--- src/rtl/slicel_cfg_loader_if.sv ---
// Word-stream valid/ready handshake feeding the slice configuration loader.
interface slicel_cfg_loader_if #(
  parameter int WORD_W = 8
);
  logic [WORD_W-1:0] in_data;
  logic              in_valid;
  logic              in_ready;

  modport master (output in_data, output in_valid, input in_ready);
  modport slave  (input in_data, input in_valid, output in_ready);
endinterface

--- src/rtl/slicel_cfg_loader.sv ---
// Slice configuration loader: assembles a word stream into a shadow frame, commits it, pulses cen.
// Optional SLICEL_CFG_CHECKSUM_EN: a trailing XOR checksum word gates the commit.
module slicel_cfg_loader #(
  parameter int S_XX_BASE = 4,
  parameter int NUM_LUTS  = 4,
  parameter int WORD_W    = 8,
  parameter int CFG_SIZE  = 2*(2**S_XX_BASE)+1,
  parameter int MUX_LVLS  = $clog2(NUM_LUTS),
  parameter int FRAME_W   = CFG_SIZE*NUM_LUTS+MUX_LVLS+1+2*NUM_LUTS,
  parameter int NUM_WORDS = (FRAME_W+WORD_W-1)/WORD_W
) (
  input  logic                           cclk,
  input  logic                           rst,
  input  logic                           start,
  slicel_cfg_loader_if.slave             bus,
  output logic [CFG_SIZE*NUM_LUTS-1:0]   luts_config_in,
  output logic [MUX_LVLS-1:0]            inter_lut_mux_config,
  output logic                           config_use_cc,
  output logic [2*NUM_LUTS-1:0]          regs_config_in,
  output logic                           cen,
  output logic                           busy,
  output logic                           done,
  output logic                           err
);

  localparam int SHADOW_W = NUM_WORDS*WORD_W;
  localparam int CNT_W    = $clog2(NUM_WORDS+1);
  localparam logic [CNT_W-1:0] LAST_DATA = CNT_W'(NUM_WORDS-1);

  localparam logic [2:0] S_IDLE   = 3'd0;
  localparam logic [2:0] S_LOAD   = 3'd1;
  localparam logic [2:0] S_COMMIT = 3'd2;
  localparam logic [2:0] S_DONE   = 3'd3;
`ifdef SLICEL_CFG_CHECKSUM_EN
  localparam logic [2:0] S_CHECK  = 3'd4;
  localparam logic [2:0] S_ERR    = 3'd5;
  localparam logic [CNT_W-1:0] CHK_IDX = CNT_W'(NUM_WORDS);

  // XOR of every shadow slot, padding bits of the last slot included.
  function automatic logic [WORD_W-1:0] word_xor(input logic [SHADOW_W-1:0] s);
    logic [WORD_W-1:0] acc;
    acc = '0;
    for (int i = 0; i < NUM_WORDS; i++) begin
      acc = acc ^ s[i*WORD_W +: WORD_W];
    end
    return acc;
  endfunction

  logic [WORD_W-1:0] chk_q, chk_d;
  logic              err_q;
`endif

  logic [2:0]          state_q, state_d;
  logic [CNT_W-1:0]    cnt_q, cnt_d;
  logic [SHADOW_W-1:0] shadow_q, shadow_d;
  logic [FRAME_W-1:0]  cfg_q, cfg_d;
  logic                cen_q, busy_q, in_ready_q, done_q;
  logic                accept_s;

  assign accept_s = bus.in_valid & in_ready_q;

  // Next-state, shadow-slot and commit logic.
  always_comb begin
    state_d  = state_q;
    cnt_d    = cnt_q;
    shadow_d = shadow_q;
    cfg_d    = cfg_q;
`ifdef SLICEL_CFG_CHECKSUM_EN
    chk_d    = chk_q;
`endif
    case (state_q)
      S_IDLE, S_DONE: begin
        if (start) begin
          state_d = S_LOAD;
          cnt_d   = '0;
        end else begin
          state_d = state_q;
        end
      end
      S_LOAD: begin
        if (accept_s) begin
`ifdef SLICEL_CFG_CHECKSUM_EN
          if (cnt_q == CHK_IDX) begin
            chk_d   = bus.in_data;
            cnt_d   = '0;
            state_d = S_CHECK;
          end else begin
            shadow_d[cnt_q*WORD_W +: WORD_W] = bus.in_data;
            cnt_d = cnt_q + CNT_W'(1);
          end
`else
          shadow_d[cnt_q*WORD_W +: WORD_W] = bus.in_data;
          if (cnt_q == LAST_DATA) begin
            // Last word goes straight to the outputs together with the lower slots.
            cfg_d   = shadow_d[FRAME_W-1:0];
            cnt_d   = '0;
            state_d = S_COMMIT;
          end else begin
            cnt_d = cnt_q + CNT_W'(1);
          end
`endif
        end else begin
          state_d = S_LOAD;
        end
      end
`ifdef SLICEL_CFG_CHECKSUM_EN
      S_CHECK: begin
        if (word_xor(shadow_q) == chk_q) begin
          cfg_d   = shadow_q[FRAME_W-1:0];
          state_d = S_COMMIT;
        end else begin
          state_d = S_ERR;
        end
      end
      S_ERR: begin
        if (start) begin
          state_d = S_LOAD;
          cnt_d   = '0;
        end else begin
          state_d = S_ERR;
        end
      end
`endif
      S_COMMIT: begin
        state_d = S_DONE;
      end
      default: begin
        state_d = S_IDLE;
        cnt_d   = '0;
      end
    endcase
  end

  // State, counter and frame storage.
  always_ff @(posedge cclk or posedge rst) begin
    if (rst) begin
      state_q  <= S_IDLE;
      cnt_q    <= '0;
      shadow_q <= '0;
      cfg_q    <= '0;
`ifdef SLICEL_CFG_CHECKSUM_EN
      chk_q    <= '0;
`endif
    end else begin
      state_q  <= state_d;
      cnt_q    <= cnt_d;
      shadow_q <= shadow_d;
      cfg_q    <= cfg_d;
`ifdef SLICEL_CFG_CHECKSUM_EN
      chk_q    <= chk_d;
`endif
    end
  end

  // Status strobes are decoded from the next state so they line up with the state register.
  always_ff @(posedge cclk or posedge rst) begin
    if (rst) begin
      cen_q      <= 1'b0;
      busy_q     <= 1'b0;
      in_ready_q <= 1'b0;
      done_q     <= 1'b0;
`ifdef SLICEL_CFG_CHECKSUM_EN
      err_q      <= 1'b0;
`endif
    end else begin
      cen_q      <= (state_d == S_COMMIT);
`ifdef SLICEL_CFG_CHECKSUM_EN
      busy_q     <= (state_d == S_LOAD) || (state_d == S_CHECK) || (state_d == S_COMMIT);
      err_q      <= (state_d == S_ERR);
`else
      busy_q     <= (state_d == S_LOAD) || (state_d == S_COMMIT);
`endif
      in_ready_q <= (state_d == S_LOAD);
      done_q     <= (state_d == S_DONE);
    end
  end

  assign bus.in_ready          = in_ready_q;
  assign cen                   = cen_q;
  assign busy                  = busy_q;
  assign done                  = done_q;
`ifdef SLICEL_CFG_CHECKSUM_EN
  assign err                   = err_q;
`else
  assign err                   = 1'b0;
`endif
  assign luts_config_in        = cfg_q[CFG_SIZE*NUM_LUTS-1:0];
  assign inter_lut_mux_config  = cfg_q[CFG_SIZE*NUM_LUTS +: MUX_LVLS];
  assign config_use_cc         = cfg_q[CFG_SIZE*NUM_LUTS+MUX_LVLS];
  assign regs_config_in        = cfg_q[FRAME_W-1 -: 2*NUM_LUTS];

endmodule

--- src/flat_wrapper.sv ---
// flat-port wrapper written by rule: the top's interface ports become plain ports
module slicel_cfg_loader_flat 
#(
  parameter int S_XX_BASE = 4,
  parameter int NUM_LUTS  = 4,
  parameter int WORD_W    = 8,
  parameter int CFG_SIZE  = 2*(2**S_XX_BASE)+1,
  parameter int MUX_LVLS  = $clog2(NUM_LUTS),
  parameter int FRAME_W   = CFG_SIZE*NUM_LUTS+MUX_LVLS+1+2*NUM_LUTS,
  parameter int NUM_WORDS = (FRAME_W+WORD_W-1)/WORD_W
)
  (cclk, rst, start, luts_config_in, inter_lut_mux_config, config_use_cc, regs_config_in, cen, busy, done, err, bus_in_data, bus_in_valid, bus_in_ready);
  slicel_cfg_loader_if #(.WORD_W(WORD_W)) bus_i ();
  input  logic cclk;
  input  logic rst;
  input  logic start;
  output logic [CFG_SIZE*NUM_LUTS-1:0] luts_config_in;
  output logic [MUX_LVLS-1:0] inter_lut_mux_config;
  output logic config_use_cc;
  output logic [2*NUM_LUTS-1:0] regs_config_in;
  output logic cen;
  output logic busy;
  output logic done;
  output logic err;
  input wire logic [$bits(bus_i.in_data)-1:0] bus_in_data;
  input wire logic [$bits(bus_i.in_valid)-1:0] bus_in_valid;
  output wire logic [$bits(bus_i.in_ready)-1:0] bus_in_ready;
  assign bus_i.in_data = bus_in_data;
  assign bus_i.in_valid = bus_in_valid;
  assign bus_in_ready = bus_i.in_ready;
  slicel_cfg_loader #(.S_XX_BASE(S_XX_BASE), .NUM_LUTS(NUM_LUTS), .WORD_W(WORD_W), .CFG_SIZE(CFG_SIZE), .MUX_LVLS(MUX_LVLS), .FRAME_W(FRAME_W), .NUM_WORDS(NUM_WORDS)) u_core (.cclk(cclk), .rst(rst), .start(start), .bus(bus_i), .luts_config_in(luts_config_in), .inter_lut_mux_config(inter_lut_mux_config), .config_use_cc(config_use_cc), .regs_config_in(regs_config_in), .cen(cen), .busy(busy), .done(done), .err(err));
endmodule
--- config.mk ---
export PLATFORM = sky130hd
export DESIGN_NAME = slicel_cfg_loader_flat
export DESIGN_NICKNAME = d
export VERILOG_FILES = /design/src/rtl/slicel_cfg_loader_if.sv /design/src/rtl/slicel_cfg_loader.sv /design/src/flat_wrapper.sv
export SDC_FILE = /design/constraint.sdc
export NUM_CORES = 1
export LEC_CHECK = 0
export BUFFER_PORTS_ARGS = -buffer_cell sky130_fd_sc_hd__buf_2
export CAP_MARGIN = 20
export CELL_PAD_IN_SITES_DETAIL_PLACEMENT = 1
export CELL_PAD_IN_SITES_GLOBAL_PLACEMENT = 2
export CORE_AREA = 4 4 190 192
export DETAILED_ROUTE_END_ITERATION = 6
export DIE_AREA = 0 0 194 196
export PLACE_DENSITY_LB_ADDON = 0.12
export SLEW_MARGIN = 10
export SYNTH_ARGS = -nofsm -noshare
export SYNTH_HDL_FRONTEND = slang
export SYNTH_SLANG_ARGS = --single-unit
--- constraint.sdc ---
create_clock -name cclk -period 13.45 [get_ports cclk]
set_input_delay 2.69 -clock cclk [delete_from_list [all_inputs] [get_ports cclk]]
set_output_delay 2.69 -clock cclk [all_outputs]
set_load 0.005 [all_outputs]
# [Word level (Yosys, flattened, before mapping)]
# Index checks and enable logic that the tools add are counted.
[classes] eq_ne=9 n_addsub=2 muxes=9 n_bitwise=2 n_reduce_logical=6 shift=2
[ops] cell="$bwmux 144" n=1
[ops] cell="$shift 8x34->144 const A" n=1
[ops] cell="$shiftx 8x34->144" n=1
[ops] cell="$neg 8->34" n=1
[ops] cell="$mux 5" n=3
[ops] cell="$pmux 5 s3" n=1
[ops] cell="$eq 3x2->1 const B" n=4
[ops] cell="$mux 3" n=3
[ops] cell="$pmux 3 s3" n=1
[ops] cell="$eq 3x1->1 const B" n=2
[ops] cell="$reduce_and 3->1" n=2
[ops] cell="$add 5x1->5 const B" n=1
[ops] cell="$eq 5x5->1 const B" n=1
[ops] cell="$logic_not 3->1" n=1
[ops] cell="$ne 2x1->1 const B" n=1
[ops] cell="$ne 2x2->1 const B" n=1
[ops] cell="$reduce_and 2->1" n=1
[ops] cell="$reduce_or 2->1" n=1
[ops] cell="$and 1x1->1" n=1
[ops] cell="$logic_or 1x1->1" n=1
[ops] cell="$not 1->1" n=1
[word_totals] word_cells=38 output_inout_bits=148 inputBits=12 reg_bits=299

# [Depth between registers and ports, before layout]
# Gate-level depths: netlist (run 1).
[depth] word_depth=6 depth_mapped=13

# [Worst setup path after synthesis (run 1)]
# No wires, ideal clock.
[synth_path] kind="input port to flip-flop" start="in bus_in_valid" end="reg u_core.cfg_q[32]" setup_time_ps=124 slack_ps=9291 t_arrival_ps=4035 required_time_ps=13326 path_buffers=3 cell_stages=7 cell_sequence="nand3_1 nand2b_1 or2_2 buf_2 buf_6 buf_2 a211o_1"
[synth_via] elab_chain_len=2
[synth_lines] item="start: declaration" line="flat_wrapper.sv:26" source="input wire logic [$bits(bus_i.in_valid)-1:0] bus_in_valid;"
[synth_lines] item="$and 1x1->1" line="slicel_cfg_loader.sv:60" source="assign accept_s = bus.in_valid & in_ready_q;"
[synth_lines] item="$reduce_and 3->1 (no source line)"
[synth_lines] item="end signal: assignment" line="slicel_cfg_loader.sv:148" source="cfg_q <= cfg_d;"
[synth_lines] item="end: declaration" line="slicel_cfg_loader.sv:56" source="logic [FRAME_W-1:0] cfg_q, cfg_d;"
# No other way between the ends.
# A chain may end at the register's enable or synchronous reset.

# [Final worst setup path (run 1)]
[layout_path] start="in bus_in_valid" end="reg u_core.cfg_q[28]"
# Same word-level chain as after synthesis.

==> metrics.md, run 1 <==
| Metric | Value |
|---|---|
| Status | `finished clean` |
| Chip Height | `around 200 microns` |
| Lkg Pwr | `0.00809 uW` |
| I/O Pins | `160` |
| Syn Inst Count | `1168` |
| Yosys reg bits | `approximately 300` |
| Initial antenna violation count | `1` |
| Max Cap Viol | `0` |
| Share of flip-flops with an asynchronous set or reset | `100%` |
| Largest stage delay, worst path | `0.87 ns` |
| Gr ovfl total | `0` |
| GP Congestion | `0.743` |
| Worst slack, placed | `slightly below 8 ns` |
| Critical path endpoint category | `flip-flop` |
| Starting Density | `37.5%` |
| Mapped Area | `roughly 13000 sq um` |
| Number of flops mapped to enable cells by yosys | `0` |
| Fin. Hold Viols | `0` |
| Ys flop type | `dfrtp_1` |
| Mean post-synth cell area | `between 10 and 15 sq um` |
| Drt initial violations | `539` |
| Netlist cell types | `57` |
| Routed via count | `slightly above 9000` |
| Clock sink count | `slightly below 300` |
| DRC | `0` |
| Post-DP HPWL | `between 20000 and 25000 microns` |
| Share of cells above drive strength 1 | `between 20% and 30%` |
| Postcts setup bufs | `0` |
| Arrival time worst endpoint | `5.49 ns` |
| RSZ-0062 raised after global routing | `no` |
| Pwr dens | `between 100 and 150 nW/um^2` |
| FP Rows | `between 60 and 70` |
| Hold bufs inserted after CTS | `0` |
| Post-CTS Resized | `0` |
| Total Routed Length | `35400 microns` |
| Total negative slack | `0 ns` |
| Routed vias/inst | `roughly 5` |
| Most common cell in the synthesized netlist | `dfrtp_1` |
| Most common cell on crit path | `buf_4` |
| Die X | `between 150 and 200 microns` |
| Post-layout utilization of the core | `44.1%` |
| Top delay family on crit path | `buffers and inverters` |
| Max-slew violations | `0` |
| Biggest area consumer among synthesized cells | `dfrtp_1` |
| Synthesis Warnings | `0` |
| First-pass GRT wire length | `roughly 57000 microns` |
| H-tree levels | `2` |
| Largest fanout on the critical path | `102` |
| Core area | `around 34000 sq um` |
| Max clock buf depth | `3` |
| Clock transition at path regs | `roughly 0.050 ns` |
| Max Clock Freq | `around 190 MHz` |
| Worst EP required | `13.79 ns` |
| Crit Path Class | `primary input to flip-flop` |
| Nets | `approximately 1300` |
| Global Route Usage Sum | `a little under a fifth` |
| Critical path's slowest cell | `buf_4` |
| First drt pass iteration count | `5` |
| Final WS setup | `~8.3 ns` |
| Register area share after synthesis | `57.8%` |
| Wirelength per Cell | `19.8 microns` |
| Post-synth top area share | `57.8%` |
| Crit start category | `primary input` |
| CTS Buf Count | `37` |
| Commonest cells post-synth | `dfrtp_1, nand2_1, o21ai_0, mux2_2, mux2i_1` |
| Relative slew slack | `about a third` |
| Fin crit share | `38.3%` |
| Worst hold slack | `about 0.46 ns` |
| Die area | `between 30000 and 40000 sq um` |
| Area contributors post-synth | `dfrtp_1, mux2_2, nand2_1, mux2i_1, o21ai_0` |
| VDD IR max | `between 0.00006 and 0.00007 V` |
| Slew @ Worst Pin | `0.984 ns` |
| Root Driver | `clkbuf_16` |
| Min cycle time layout | `5.15 ns` |
| Antenna viol nets, final | `0` |
| Largest net degree at the start of global routing | `around 110` |
| Buf/Inv on CP | `3` |
| TritonCTS clock tree | `done` |
| Diode count | `0` |
| Worst Hold Class | `flip-flop to flip-flop` |
| Vias in the first global route | `~9500` |
| Fill count | `3788` |
| Overall power | `between 1500 and 2000 uW` |
| Clk Latency, worst-skew pair | `roughly 0.52 ns` |
| Area Growth Syn to Fin | `17.5%` |
| Critical Path, Cell by Cell | `buf_2 > nand3_1 > nand2b_1 > or2_4 > buf_4 > buf_4 > o21ai_0` |
| Port bufs | `158` |
| Setup violators final | `0` |
| Fin Clk Skew | `around 0.019 ns` |
-- cells in the final DEF, fill, tap and decap left out, types with 10 or more instances in the layout --
cell       instances
a21oi_1           37
and3_1            21
buf_2            158
clkbuf_1          11
clkbuf_16         39
dfrtp_1          298
mux2_2            97
mux2i_1           79
nand2_1          258
nand3_4           11
nor2_1            47
nor3_1            10
o21ai_0          126
o21ai_1           15
-- flip-flops by register name, indices dropped and copies added, names as in the netlist --
register             cells
u_core.busy              1
u_core.cen               1
u_core.state_q           3
u_core.cnt_q             5
u_core.bus.in_ready      1
u_core.cfg_q           143
u_core.shadow_q        143
u_core.done              1
-- logic make-up after synthesis --
family / share of synthesized area [%]
AND/OR/NAND/NOR: 15.5
flip-flops: 57.8
AO/OA/AOI/OAI: 8.48
multiplexers: 14.9
buffers and inverters: 2.79
adder cells (fa/ha/maj): 0.388
other: 0.0291
XOR/XNOR: 0.0679
-- power by group --
group	leakage [uW]	internal, uW	switching (uW)	total, uW
Combinational	0.00337	16.4	64.5	80.9
Sequential	0.00415	904	5.89	910
Clock	0.000568	573	373	946
-- metal layers --
layer,GRT usage (%),vias up,share of wire [%],wire length [microns]
li1,-,4288,-,-
met1,26.6,4600,48,17000
met2,29.9,172,47,16500
met3,3.30,32,3.8,1340
met4,3.36,2,1.4,482
met5,0,-,0.020,7
-- metrics by stage --
step | area, sq um | instances
global placement | 14000 | 1723
CTS | 15100 | 1785
detailed placement | 14000 | 1723
global route | 15100 | 1785
floorplan | 12900 | 1169
finish | 15100 | 1785
-- worst reg2reg max path: cells and delay by family (launching register included) --
kind / cells / cell delay [ns]
simple gates: 3 / 1.50
mux: 1 / 0.30
compound gates: 1 / 0.08
buf+inv: 2 / 0.64
fa+ha+maj: 2 / 0.82
flops: 1 / 0.76
-- path summary, 6_finish.rpt --
| kind | start | to | slack, ns | cells past startpoint |
|---|---|---|---|---|
| worst min register to register | u_core.cfg_q[111] | u_core.cfg_q[111] | 0.46 | 2 |
| worst min-delay path | u_core.cfg_q[111] | u_core.cfg_q[111] | 0.46 | 2 |
| max in group asynchronous | rst | u_core.shadow_q[30] | 8.75 | 4 |
| worst max register to register | u_core.cnt_q[0] | u_core.cfg_q[40] | 9.18 | 9 |
| worst max-delay path | bus_in_valid | u_core.cfg_q[28] | 8.30 | 7 |
| min in group asynchronous | rst | u_core.cfg_q[91] | 2.35 | 2 |
-- cell type report --
| class | instances | area (sq um) | area share (%) |
|---|---|---|---|
| flip-flops and latches | 298 | 7460 | 49.2 |
| multi-input cells | 797 | 5090 | 33.6 |
| clock buffers | 58 | 1130 | 7.44 |
| repair buffers | 165 | 843 | 5.57 |
| well taps | 455 | 569 | 3.76 |
| inverters | 8 | 37.5 | 0.248 |
| clock inverters | 4 | 27.5 | 0.182 |
(Power assumes the default switching activity.)
==> run 2: changes to the inputs <==
CORE_AREA = 4 4 200 202   (was 4 4 190 192)
DIE_AREA = 0 0 204 206   (was 0 0 194 196)
clock period = 4.39 ns   (was 13.45 ns; I/O delays follow)
==> run 2 against run 1 <==
Against the previous run: the flow now finishes with violations (max-slew violations); flip-flop and latch count unchanged; core utilization decreased by 3.8 points; non-clock buffer count increased by 8.
==> metrics.md, run 2 (same netlist as run 1, synthesis figures left out) <==
| Metric | Value |
|---|---|
| Status | `complete, but fails checks` |
| Failing checks | `max-slew violations` |
| Area Growth Syn to Fin | `19.6%` |
| Leading cell types in the layout, fill and taps excluded | `dfrtp_1, nand2_1, buf_2` |
| Chip Height | `206 microns (+5.1%)` |
| Initial antenna violation count | `1 (unchanged)` |
| Total negative slack | `0 ns (unchanged)` |
| Die area | `42000 sq um (+11%)` |
| Worst Hold Class | `primary input to asynchronous set/reset pin` |
| GP Congestion | `0.773 (+4.0%)` |
| Crit start category | `flip-flop` |
| Die X | `204 microns (+5.2%)` |
| Post-CTS Resized | `0 (unchanged)` |
| Diode count | `0 (unchanged)` |
| FP Rows | `72 (+5.9%)` |
| Max Cap Viol | `0 (unchanged)` |
| Critical Path, Cell by Cell | `inv_1 > ha_1 > nor3b_1 > ha_1 > o311a_1 > a31o_2 > nand4_1 > nand2_1 > o21ai_0` |
| Nets | `1331 (+0.60%)` |
| H-tree levels | `2 (unchanged)` |
| CTS Buf Count | `37 (unchanged)` |
| Port bufs | `158 (unchanged)` |
| Starting Density | `33.7% (-3.8 points)` |
| Critical path endpoint category | `flip-flop` |
| Post-DP HPWL | `23800 microns (+0.77%)` |
| Critical path's slowest cell | `dfrtp_1` |
| Final WS setup | `0.747 ns (-7.55 ns)` |
| Clock transition at path regs | `0.06 ns (about the same)` |
| Clock sink count | `298 (unchanged)` |
| Largest net degree at the start of global routing | `236 (+110%)` |
| Share of cells above drive strength 1 | `27.5% (+1.1 points)` |
| Max Clock Freq | `~270 MHz` |
| Arrival time worst endpoint | `3.99 ns (-1.50 ns)` |
| Min cycle time layout | `around 3.6 ns` |
| Slew @ Worst Pin | `1.51 ns (+0.527 ns)` |
| Largest fanout on the critical path | `17 (-83%)` |
| Most common cell after layout, fill and taps aside | `dfrtp_1` |
| Setup violators final | `0 (unchanged)` |
| Relative slew slack | `-0.737% (-35 points)` |
| Fin crit share | `just over 80%` |
| Fin Clk Skew | `0.0192 ns (+0.000177 ns)` |
| VDD IR max | `0.000215 V (+220%)` |
| Routed vias/inst | `4.86 (-4.6%)` |
| Drt initial violations | `385 (-29%)` |
| Most common cell on crit path | `ha_1` |
| Max clock buf depth | `3 (unchanged)` |
| Largest stage delay, worst path | `0.74 ns (-0.13 ns)` |
| RSZ-0062 raised after global routing | `no` |
| Vias in the first global route | `9497 (-0.16%)` |
| Worst EP required | `4.74 ns (-9.05 ns)` |
| Max-slew violations | `29 (+29)` |
| Fin. Hold Viols | `0 (unchanged)` |
| Pwr dens | `401 nW/um^2 (+210%)` |
| I/O Pins | `160 (unchanged)` |
| Worst slack, placed | `0.766 ns (-6.96 ns)` |
| Core area | `38300 sq um (+11%)` |
| Top delay family on crit path | `simple AND/OR/NAND/NOR gates` |
| Wirelength per Cell | `19.3 microns (-2.4%)` |
| Gr ovfl total | `0 (unchanged)` |
| Postcts setup bufs | `0 (unchanged)` |
| Lkg Pwr | `0.00819 uW (+1.3%)` |
| Total Routed Length | `36000 microns (+1.7%)` |
| Antenna viol nets, final | `0 (unchanged)` |
| Buf/Inv on CP | `1 (-2)` |
| First-pass GRT wire length | `57400 microns (+1.4%)` |
| First drt pass iteration count | `4 (-1)` |
| Fill count | `4235 (+12%)` |
| TritonCTS clock tree | `done` |
| DRC | `0 (unchanged)` |
| Largest regs | `u_core.cfg_q (143), u_core.shadow_q (143), u_core.cnt_q (5)` |
| Global Route Usage Sum | `17.3% (-1.2 points)` |
| Crit Path Class | `flip-flop to flip-flop` |
| Hold bufs inserted after CTS | `0 (unchanged)` |
| Root Driver | `clkbuf_16` |
| Routed via count | `9032 (-0.68%)` |
| Clk Latency, worst-skew pair | `0.51 ns (about the same)` |
-- run 2: cell type report --
| type | instances | area (sq um) | share of cell area, % |
|---|---|---|---|
| Sequential cell | 298 | 7460 | 48.3 |
| Multi-Input combinational cell | 797 | 5090 | 33.0 |
| Clock buffer | 50 | 1050 | 6.84 |
| Timing Repair Buffer | 173 | 941 | 6.10 |
| Tap cell | 518 | 648 | 4.20 |
| Clock inverter | 15 | 206 | 1.34 |
| Inverter | 8 | 33.8 | 0.219 |
-- run 2: worst register-to-register path, cell delays in order (launching register included) --
cell	delay, ns
dfrtp_1	0.74
inv_1	0.26
ha_1	0.32
nor3b_1	0.17
ha_1	0.46
o311a_1	0.21
a31o_2	0.41
nand4_1	0.60
nand2_1	0.22
o21ai_0	0.11
-- run 2: where the power goes --
part / switching (uW) / total [uW] / internal [uW]
clock network: 1170 / 3140 / 1980
logic: 198 / 257 / 58.7
registers: 18.0 / 2790 / 2770
total: 1380 / 6190 / 4800
-- run 2: worst paths after layout --
path,startpoint,to,slack [ns],cells past startpoint
setup / recovery,u_core.cnt_q[0],u_core.shadow_q[101],0.75,9
hold / removal,rst,u_core.shadow_q[93],0.39,2
setup reg to reg,u_core.cnt_q[0],u_core.shadow_q[101],0.75,9
hold reg to reg,u_core.cfg_q[127],u_core.cfg_q[127],0.46,2
max in group asynchronous,rst,u_core.cfg_q[49],2.94,3
min in group cclk,u_core.cfg_q[127],u_core.cfg_q[127],0.46,2
-- run 2: layer usage --
layer | vias to the layer above | GRT usage, % | wire length, microns
li1 | 4314 | - | -
met1 | 4531 | 24.7 | 17200
met2 | 142 | 28.1 | 16900
met3 | 43 | 2.64 | 1320
met4 | 2 | 3.64 | 599
met5 | - | 0 | 13
-- run 2: stage by stage --
step	hold WS [ns]	total power [uW]	util [%]	cell area (sq um)	std cells
after CTS	0.370	6310	40.3	15400	1859
after floorplan	0.433	3000	-	12900	1169
after global placement	0.446	3100	37.0	14200	1794
after global routing	0.393	6450	40.3	15400	1859
final	0.387	6190	40.3	15400	1859
after detailed placement	0.450	3100	37.0	14200	1794
